===== src/rtl/corefifo_wr_stage.sv =====
`default_nettype none
`timescale 1ns/1ps
// +--------------------------------------------------------------------------+
// | corefifo_wr_stage: two-entry skid front-end driving the CoreFIFO write   |
// | port with full/almost-full throttling.                       Rev 1.0     |
// +--------------------------------------------------------------------------+
module corefifo_wr_stage #(
  parameter int WWIDTH    = 10,
  parameter int WRITE_LOW = 1,
  parameter int CNT_WIDTH = 16
) (
  input  logic                 clk,
  input  logic                 reset_wclk_top,
  input  logic [WWIDTH-1:0]    din,
  input  logic                 din_vld,
  output logic                 din_rdy,
  output logic [WWIDTH-1:0]    fifo_din,
  output logic                 fifo_wr_en,
  input  logic                 fifo_full,
  input  logic                 fifo_afull,
  output logic [CNT_WIDTH-1:0] wr_count,
  output logic                 idle
);

  typedef enum logic [1:0] {
    EMPTY = 2'd0,
    ONE   = 2'd1,
    TWO   = 2'd2
  } state_t;

  localparam logic [CNT_WIDTH-1:0] C_CNT_ONE = {{(CNT_WIDTH-1){1'b0}}, 1'b1};

  state_t              state_q, state_d;
  logic [WWIDTH-1:0]   slot0_q, slot0_d;
  logic [WWIDTH-1:0]   slot1_q, slot1_d;
  logic                issue_r_q;
  logic [CNT_WIDTH-1:0] wr_count_q;
  logic                idle_q;
  logic                w_accept;
  logic                w_issue;

  assign din_rdy  = (state_q != TWO);
  assign w_accept = din_vld & din_rdy;
  // The FIFO flags lag one write, so a back-to-back write under afull could overflow.
  assign w_issue  = (state_q != EMPTY) & ~fifo_full & ~(fifo_afull & issue_r_q);

  assign fifo_din   = slot0_q;
  assign fifo_wr_en = (WRITE_LOW != 0) ? ~w_issue : w_issue;
  assign wr_count   = wr_count_q;
  assign idle       = idle_q;

  always_comb begin
    state_d = state_q;
    slot0_d = slot0_q;
    slot1_d = slot1_q;
    unique case (state_q)
      EMPTY: begin
        if (w_accept) begin
          state_d = ONE;
          slot0_d = din;
        end
      end
      ONE: begin
        if (w_accept && !w_issue) begin
          state_d = TWO;
          slot1_d = din;
        end else if (!w_accept && w_issue) begin
          state_d = EMPTY;
        end else if (w_accept && w_issue) begin
          slot0_d = din;
        end
      end
      TWO: begin
        if (w_issue) begin
          state_d = ONE;
          slot0_d = slot1_q;
        end
      end
      default: state_d = EMPTY;
    endcase
  end

  always_ff @(posedge clk or posedge reset_wclk_top) begin
    if (reset_wclk_top) begin
      state_q    <= EMPTY;
      slot0_q    <= '0;
      slot1_q    <= '0;
      issue_r_q  <= 1'b0;
      wr_count_q <= '0;
      idle_q     <= 1'b1;
    end else begin
      state_q    <= state_d;
      slot0_q    <= slot0_d;
      slot1_q    <= slot1_d;
      issue_r_q  <= w_issue;
      idle_q     <= (state_d == EMPTY);
      if (w_issue) begin
        wr_count_q <= wr_count_q + C_CNT_ONE;
      end
    end
  end

endmodule
`default_nettype wire


===== config.mk =====
export PLATFORM = sky130hd
export DESIGN_NAME = corefifo_wr_stage
export DESIGN_NICKNAME = d
export VERILOG_FILES = /design/src/rtl/corefifo_wr_stage.sv
export SDC_FILE = /design/constraint.sdc
export NUM_CORES = 1
export LEC_CHECK = 0
export CAP_MARGIN = 0
export CORE_MARGIN = 3
export CORE_UTILIZATION = 48
export DETAILED_ROUTE_END_ITERATION = 7
export HOLD_SLACK_MARGIN = 0.03
export PLACE_DENSITY = 0.9
export SLEW_MARGIN = 40
export SYNTH_ARGS = -nofsm -noshare
export SYNTH_HDL_FRONTEND = slang
export SYNTH_SLANG_ARGS = --single-unit

===== constraint.sdc =====
create_clock -name clk -period 4.55 [get_ports clk]
set_clock_uncertainty 0.1 [all_clocks]
set_input_delay 0.91 -clock clk [delete_from_list [all_inputs] [get_ports clk]]
set_output_delay 0.91 -clock clk [all_outputs]
set_load 0.005 [all_outputs]

Yosys cells after proc, flatten, opt, wreduce, memory -nomap -nowiden:

Cells that the tools add are included.
W data, S select, Z words.

* bits of input ports: 15
* word-level logic and storage cells: 44
* register bits after elaboration: 40
* output and inout port bits: 29

* bitwise gates (word level): 7
* multiplexer cells: 11
* add/sub/neg operators: 1
* reduce and logical (&&, ||, !) cells: 11
* eq/ne operators: 8

Operators by type and width (count)
* $mux W10: 5
* $pmux W10 S3: 1
* $add A16 B1 Y16 const B: 1
* $ne A2 B2 Y1 const B: 6
* $mux W2: 4
* $pmux W2 S3: 1
* $reduce_and A6 Y1: 1
* $and A1 B1 Y1: 4
* $logic_not A2 Y1: 2
* $logic_and A1 B1 Y1: 3
* $not A1 Y1: 3
* $reduce_bool A3 Y1: 1
* $eq A2 B1 Y1 const B: 1
* $eq A2 B2 Y1 const B: 1
* $logic_not A1 Y1: 2
* $reduce_and A2 Y1: 1
* $reduce_bool A2 Y1: 1

Depth between registers and ports, before layout:

Gate-level depths: netlist of run 1.

* depth after elaboration: 8
* gate-level depth with buffers: 5
* mapped depth without buffers: 5

Worst setup path before layout of run 1:

Ideal clock, no wire load.

* path type: input to output
* start: input port fifo_afull
* end: output port fifo_wr_en
* arrival: 1.247 ns
* buffers on the path: 0
* path slack: 2.293 ns
* stages on the path: 2
* required time: 3.540 ns
* path through: a21oi_2 o21ai_1

* longest elaborated chain between the ends: 4

RTL lines
* from (decl): RTL line 20 `input logic fifo_afull,`
* $and A1 B1 Y1: RTL line 45 `assign w_issue = (state_q != EMPTY) & ~fifo_full & ~(fifo_afull & issue_r_q);`
* $not A1 Y1: RTL line 45
* $and A1 B1 Y1: RTL line 45
* $not A1 Y1: RTL line 48 `assign fifo_wr_en = (WRITE_LOW != 0) ? ~w_issue : w_issue;`
* to (decl): RTL line 18 `output logic fifo_wr_en,`

No other way between the ends.

Worst setup path in the final report of run 1:

Ends and elaborated chain as after synthesis.

==> reports/summary.md, run 1 <==
* finished, final reports clean — status
* 3.54 ns — Critical Path RT
* 219 — placed cell count
* 43 — PortBufs
* 30 — Unique masters post-synth
* 84 — number of design-rule violations left by the first detailed-router iteration
* 2 — maximum count of clock buffers along a single path
* 0 — initial antenna violation count
* 227 — non-filler instance count after layout
* 0.1748 — overall routing resource usage
* 1230 — via count of the first global-routing pass
* 0 — final hold viol count
* 66.56 um — die boundary height
* 196 — number of nets at the end of the flow
* wr_count[15] — Worst Hold End
* 5.392 — number of vias per cell after detailed routing
* 66.56 um — horizontal extent of the die
* 0 — drt drc
* 0.7485 — last weighted congestion value of the routability-driven placer
* 2.27 ns — WP data arrival
* wr_count[15] — source of the worst hold timing path
* 0.001002 sq mm — register area
* 0 — n_diodes
* 1 — depth of the worst hold-timing path
* 0.07463 — xor and xnor fraction of the mapped netlist area
* 0.001760 sq mm — cell area after synthesis
* 1224 — total via count in the routed design
* 725.7 sq um — multi-input logic area
* 0.2421 mV — maximum VDD drop
* 0 — number of hold-repair buffers added at the cts stage
* 150 — number of nets produced by synthesis
* 0.1493 — fraction of the mapped netlist area in simple logic gates
* dfrtp_1 55%, mux2_1 7.0%, xnor2_1 7.0%, o221a_1 6.4%, or3_1 3.6% — Area contributors post-synth
* 44 — boundary pin count
* 3430 um — WL final
* 253 — number of filler instances in the final layout
* 2513 um — HPWL reported at the end of detailed placement
* 13.14 sq um — Avg Inst Size Synth
* 4 — peak fanout along the critical path
* 0 — remaining antenna violation count after routing
* in -> out — Worst Setup Path Type
* 0.004430 sq mm — area of the die
* 2.63 ns — worst reg2reg setup slack
* simple AND/OR/NAND/NOR gates — largest family of logic cells by synthesized area
* 0.480 — share of total power in sequential cells
* dfrtp_1 — cell type with the highest aggregate area in the netlist
* 0.7201 — fin crit share
* 0.329 — Comb pwr share
* 5 — number of buffers created by CTS
* 0.5693 — post-synthesis sequential area ratio
* 0 — Yosys Warn Count
* dfrtp_1 — most frequent cell after synthesis
* 21 — floorplan row count
* clkdlybuf4s50_1 — critical path's slowest cell
* primary output — Worst setup EP type
* 0.29 ns — insertion delay to the later sink of the worst-skew pair
* 0 — final setup vio count
* 1.000 — proportion of synthesized flip-flops having asynchronous set or reset
* 31.84% — area delta synth->final
* 0 — post-CTS setup repair buffer count
* state_q[1] — worst r2r src
* 0 — Max Cap Viol
* 0 — total overflow reported by the global router
* 0 ns — setup TNS after final layout
* 15.11 um — average wire per cell in the routed design
* 134 — number of cells produced by synthesis
* 4 — detailed-routing iteration count for the pre-antenna-repair pass
* 0.9249 nW — leakage power total
* 532.3 mW/mm^2 — PwrDens
* 0.5544 — top-area cell type share of the netlist area
* 0.5115 — effective utilization at floorplan
* 0.003442 sq mm — standard cell core area
* 0 — cells resized by post-CTS repair
* 27 — largest net degree at the start of global routing
* reg -> reg — Tightest Hold Check Type
* 0.6313 — Max-Slew Margin vs Limit
* 5692 um — wire length of the first global-routing pass
* 40 — Synth Register Bits
* 0.09945 — fraction of final layout cells with drive strength greater than 1
* fifo_din[0] — endpoint of the lowest-slack register-to-register path
* 0.007107 — Synth Area in Adders
* 0.5520 ns — Worst Tran Pin Value
* 863.5 uW — internal power component
* built — clock tree from TritonCTS
* 39 x dfrtp_1, 14 x xnor2_1, 11 x mux2_1 — Post-synth top cells
* 0 — number of enable-type register cells in the synthesized netlist
* 0.190 — clock network power share
* input pin — nature of the critical path startpoint
* clkbuf_8 — clk root buf
* 2 — H-tree Lvls
* clkdlybuf4s50_1 -> a21oi_2 -> o21ai_1 -> clkdlybuf4s50_1 — cell chain of the critical path
* 0.07 ns — clock-pin slew on the worst setup and hold paths
* 0.3052 GHz — Fmax achieved
* 0.56 ns — Worst path max stage delay
* 0.3011 — sw frac
* dfrtp_1 — primary flip-flop cell chosen by synthesis mapping
* 0.07605 — proportion of synthesized area in mux cells
* 3.276 ns — final critical path time including I/O delays and setup
* 372.0 uW — net load switching power
* 0 — final count of pins violating max slew
* no — RSZ-0062 raised after global routing
* 3 — cell count of the worst reg-to-reg path
* 40 — CTS sink cnt
* 0.1052 — compound-gate portion of the synthesized area
* clkdlybuf4s50_1 — most used cell along the critical path
stage by stage:
step	area, sq um	total power, mW	setup WS [ns]	hold slack, ns	utilization
after floorplan	1760	0.7858	2.293	0.3574	-
after global placement	2231	0.9894	1.297	0.3581	0.6481
after detailed placement	2231	1.015	1.268	0.3661	0.6481
after CTS	2321	1.253	1.259	0.3755	0.6743
after global routing	2321	1.316	1.211	0.3966	0.6743
final	2321	1.236	1.274	0.3683	0.6743
worst max-delay path by stage:
stage,cells past startpoint,slack (ns),endpoint,start
6_report,4,1.27,fifo_wr_en,fifo_afull
5_1_grt,4,1.21,fifo_wr_en,fifo_afull
4_1_cts,4,1.26,fifo_wr_en,fifo_afull
3_5_place_dp,4,1.27,fifo_wr_en,fifo_afull
3_3_place_gp,4,1.30,fifo_wr_en,fifo_afull
2_1_floorplan,2,2.29,fifo_wr_en,fifo_afull
layout by cell type (no fill, tap or decap), types with 2 or more instances in the layout:
cell	synthesis	final
inv_2	1	2
nor3_4	2	2
xnor2_1	14	14
clkbuf_8	0	6
and3_1	2	2
nand3_1	5	5
o21ai_1	2	2
and4_1	2	2
nand2_1	9	9
or3_1	10	10
clkbuf_1	0	2
a21oi_2	2	2
o221a_1	10	10
clkdlybuf4s50_1	0	43
dfrtp_1	39	39
nand4_1	5	5
mux2_1	11	11
sequential cells by signal (all words and copies together), names as in the netlist:
register	count
issue_r_q	1
state_q	2
slot1_q	10
fifo_din	10
wr_count	16
idle	1
power groups by stage:
stage	sequential, mW	combinational (mW)	clock, mW
after global placement	0.590	0.399	0
final	0.593	0.407	0.235
after detailed placement	0.602	0.413	0
after global routing	0.612	0.447	0.257
after floorplan	0.574	0.212	0
after CTS	0.594	0.416	0.243
kinds of logic after synthesis:
| family | count (synthesis) |
|---|---|
| and+or+nand+nor | 41 |
| DFF | 40 |
| AOI/OAI and AO/OA | 18 |
| xor gates and xnor gates | 15 |
| muxes | 12 |
| buffers and inverters | 7 |
| adders and majority gates | 1 |
worst max-delay path, delay by kind of cell:
family          cells  cell delay (ns)
buf+inv             2             1.07
compound gates      2             0.28
area by class of cell:
cell class                      instances  area share
Sequential cell                        40      0.4318
Multi-Input combinational cell         87      0.3127
Timing Repair Buffer                   44      0.1887
Clock buffer                            8     0.03881
Tap cell                               46     0.02480
Inverter                                2    0.003234
per-layer routing:
metal	vias to the layer above	global-route usage	wire length, um	part of all wire
li1	583	-	-	-
met2	38	0.2822	1709	0.50
met4	0	0.08122	36	0.010
met3	3	0.05228	176	0.051
met1	600	0.2133	1508	0.44
met5	-	0	0	0
Note: power is estimated with default switching activity, not from simulation.
==> run 2, diff against run 1 <==
Clock period 4.55 ns to 3.03 ns, I/O delays scaled along.
==> run 2 against run 1 <==
Compared with the run above:
- setup slack got worse by 0.91 ns
- wire length is 5.1% higher
- hold slack better by 0.011 ns
- largest cell class unchanged
- critical endpoint unchanged
- count of clock-buffer cells in the layout decreased by 2
==> reports/summary.md, run 2 (synthesis results as in run 1) <==
* finished, final reports clean — status
* 0.08 ns — clock-pin slew on the worst setup and hold paths, about the same
* 1 — depth of the worst hold-timing path, unchanged
* 0.8811 — fin crit share
* wr_count[15] — Worst Hold End
* 4 — detailed-routing iteration count for the pre-antenna-repair pass, unchanged
* 16 — Largest register FFs, unchanged
* state_q[1] — worst r2r src
* 0.29 ns — insertion delay to the later sink of the worst-skew pair, about the same
* 827.0 mW/mm^2 — PwrDens, +55%
* 15.88 um — average wire per cell in the routed design, +5.1%
* 0 — final hold viol count, unchanged
* 5.520 — number of vias per cell after detailed routing, +2.4%
* 2 — maximum count of clock buffers along a single path, unchanged
* 0.5361 ns — Worst Tran Pin Value, -0.01590 ns
* 0.09945 — fraction of final layout cells with drive strength greater than 1, unchanged
* 1.96 ns — WP data arrival, -0.31 ns
* 1253 — total via count in the routed design, +2.4%
* 43 — PortBufs, unchanged
* 2 — H-tree Lvls, unchanged
* input pin — nature of the critical path startpoint
* 0 — drt drc, unchanged
* 3605 um — WL final, +5.1%
* 66.56 um — horizontal extent of the die, unchanged
* built — clock tree from TritonCTS
* 2.670 ns — final critical path time including I/O delays and setup
* 0 — cells resized by post-CTS repair, unchanged
* wr_count[15] — source of the worst hold timing path
* 0 — remaining antenna violation count after routing, unchanged
* 0.6419 — Max-Slew Margin vs Limit, +0.01062
* 0.003442 sq mm — standard cell core area, unchanged
* 196 — number of nets at the end of the flow, unchanged
* 2564 um — HPWL reported at the end of detailed placement, +2.0%
* 0.9356 nW — leakage power total, +1.2%
* in -> out — Worst Setup Path Type
* 1230 — via count of the first global-routing pass, unchanged
* clkdlybuf4s50_1 — commonest non-fill, non-tap cell in the layout
* 0 — initial antenna violation count, unchanged
* 43 x clkdlybuf4s50_1, 39 x dfrtp_1, 14 x xnor2_1, 11 x mux2_1 — commonest non-fill, non-tap cells in the layout
* 0 — Max Cap Viol, unchanged
* 0.004430 sq mm — area of the die, unchanged
* 0.3752 mV — maximum VDD drop, +55%
* 0 — total overflow reported by the global router, unchanged
* 41 — largest net degree at the start of global routing, +52%
* 21 — floorplan row count, unchanged
* 0 — final count of pins violating max slew, unchanged
* 0 ns — setup TNS after final layout, unchanged
* 40 — CTS sink cnt, unchanged
* 0 — final setup vio count, unchanged
* 0.5115 — effective utilization at floorplan, unchanged
* reg -> reg — Tightest Hold Check Type
* 0.7865 — last weighted congestion value of the routability-driven placer, +5.1%
* 5 — number of buffers created by CTS, unchanged
* 0 — n_diodes, unchanged
* 3 — cell count of the worst reg-to-reg path, unchanged
* 0 — number of hold-repair buffers added at the cts stage, unchanged
* 0.1781 — overall routing resource usage, +0.003364
* 227 — non-filler instance count after layout, unchanged
* 2.32 ns — Critical Path RT, -1.22 ns
* 5775 um — wire length of the first global-routing pass, +1.5%
* 0 — post-CTS setup repair buffer count, unchanged
* 66.56 um — die boundary height, unchanged
* primary output — Worst setup EP type
* 219 — placed cell count, unchanged
* 4 — peak fanout along the critical path, unchanged
* clkbuf_8 — clk root buf
* 1.13 ns — worst reg2reg setup slack, -1.50 ns
* 72 — number of design-rule violations left by the first detailed-router iteration, -14%
* 44 — boundary pin count, unchanged
* fifo_din[0] — endpoint of the lowest-slack register-to-register path
* 0.3746 GHz — Fmax achieved
* no — RSZ-0062 raised after global routing
* 32.84% — area delta synth->final
-- run 2: metrics by stage --
step / utilization / cell area, sq um / setup slack, ns / hold slack [ns] / power [mW]
after floorplan: - / 1760 / 1.363 / 0.3574 / 1.180
after global placement: 0.6481 / 2231 / 0.3826 / 0.3580 / 1.486
after detailed placement: 0.6481 / 2231 / 0.3529 / 0.3696 / 1.529
after CTS: 0.6794 / 2338 / 0.3455 / 0.3840 / 1.953
after global routing: 0.6794 / 2338 / 0.2963 / 0.3993 / 2.043
final: 0.6794 / 2338 / 0.3601 / 0.3793 / 1.934
-- run 2: how the worst max path moves through the flow --
stage,start,end,slack (ns),depth (start not counted)
floorplan,fifo_afull,fifo_din[0],1.36,4
global placement,fifo_afull,fifo_wr_en,0.38,4
detailed placement,fifo_afull,fifo_wr_en,0.35,4
CTS,fifo_afull,fifo_wr_en,0.35,4
global route,fifo_afull,fifo_wr_en,0.30,4
finish,fifo_afull,fifo_wr_en,0.36,4
-- run 2: area by class of cell --
type / instances / area, sq um
multi-input cells: 87 / 725.7
repair buffers: 44 / 437.9
clock buffers: 6 / 72.57
flip-flops and latches: 40 / 1002
fillers: 253 / 1104
clock inverters: 2 / 35.03
inverters: 2 / 7.507
well taps: 46 / 57.56
-- run 2: layer usage --
| metal | share of wire | global-route usage | routed length, um | vias up |
|---|---|---|---|---|
| met5 | 0 | 0 | 0 | - |
| met4 | 0.013 | 0.07107 | 47 | 0 |
| met3 | 0.044 | 0.05228 | 159 | 4 |
| met2 | 0.52 | 0.2983 | 1873 | 36 |
| met1 | 0.42 | 0.2138 | 1524 | 634 |
| li1 | - | - | - | 579 |
-- run 2: power by group --
group          total [mW]  internal [mW]  switching [mW]
clock network       0.421          0.244           0.176
logic               0.620          0.380           0.240
registers           0.893          0.731           0.162
-- run 2: worst max-delay path, cell delays in order --
cell and delay [ns]:
clkdlybuf4s50_1 0.52, a21oi_2 0.10, o21ai_1 0.18, clkdlybuf4s50_1 0.56
==> run 3, diff against run 2 <==
Settings changed: GPL_ROUTABILITY_DRIVEN set to 0.
==> results of run 3 <==
Same layout as run 2: the final DEF is identical, and so are final timing and power.
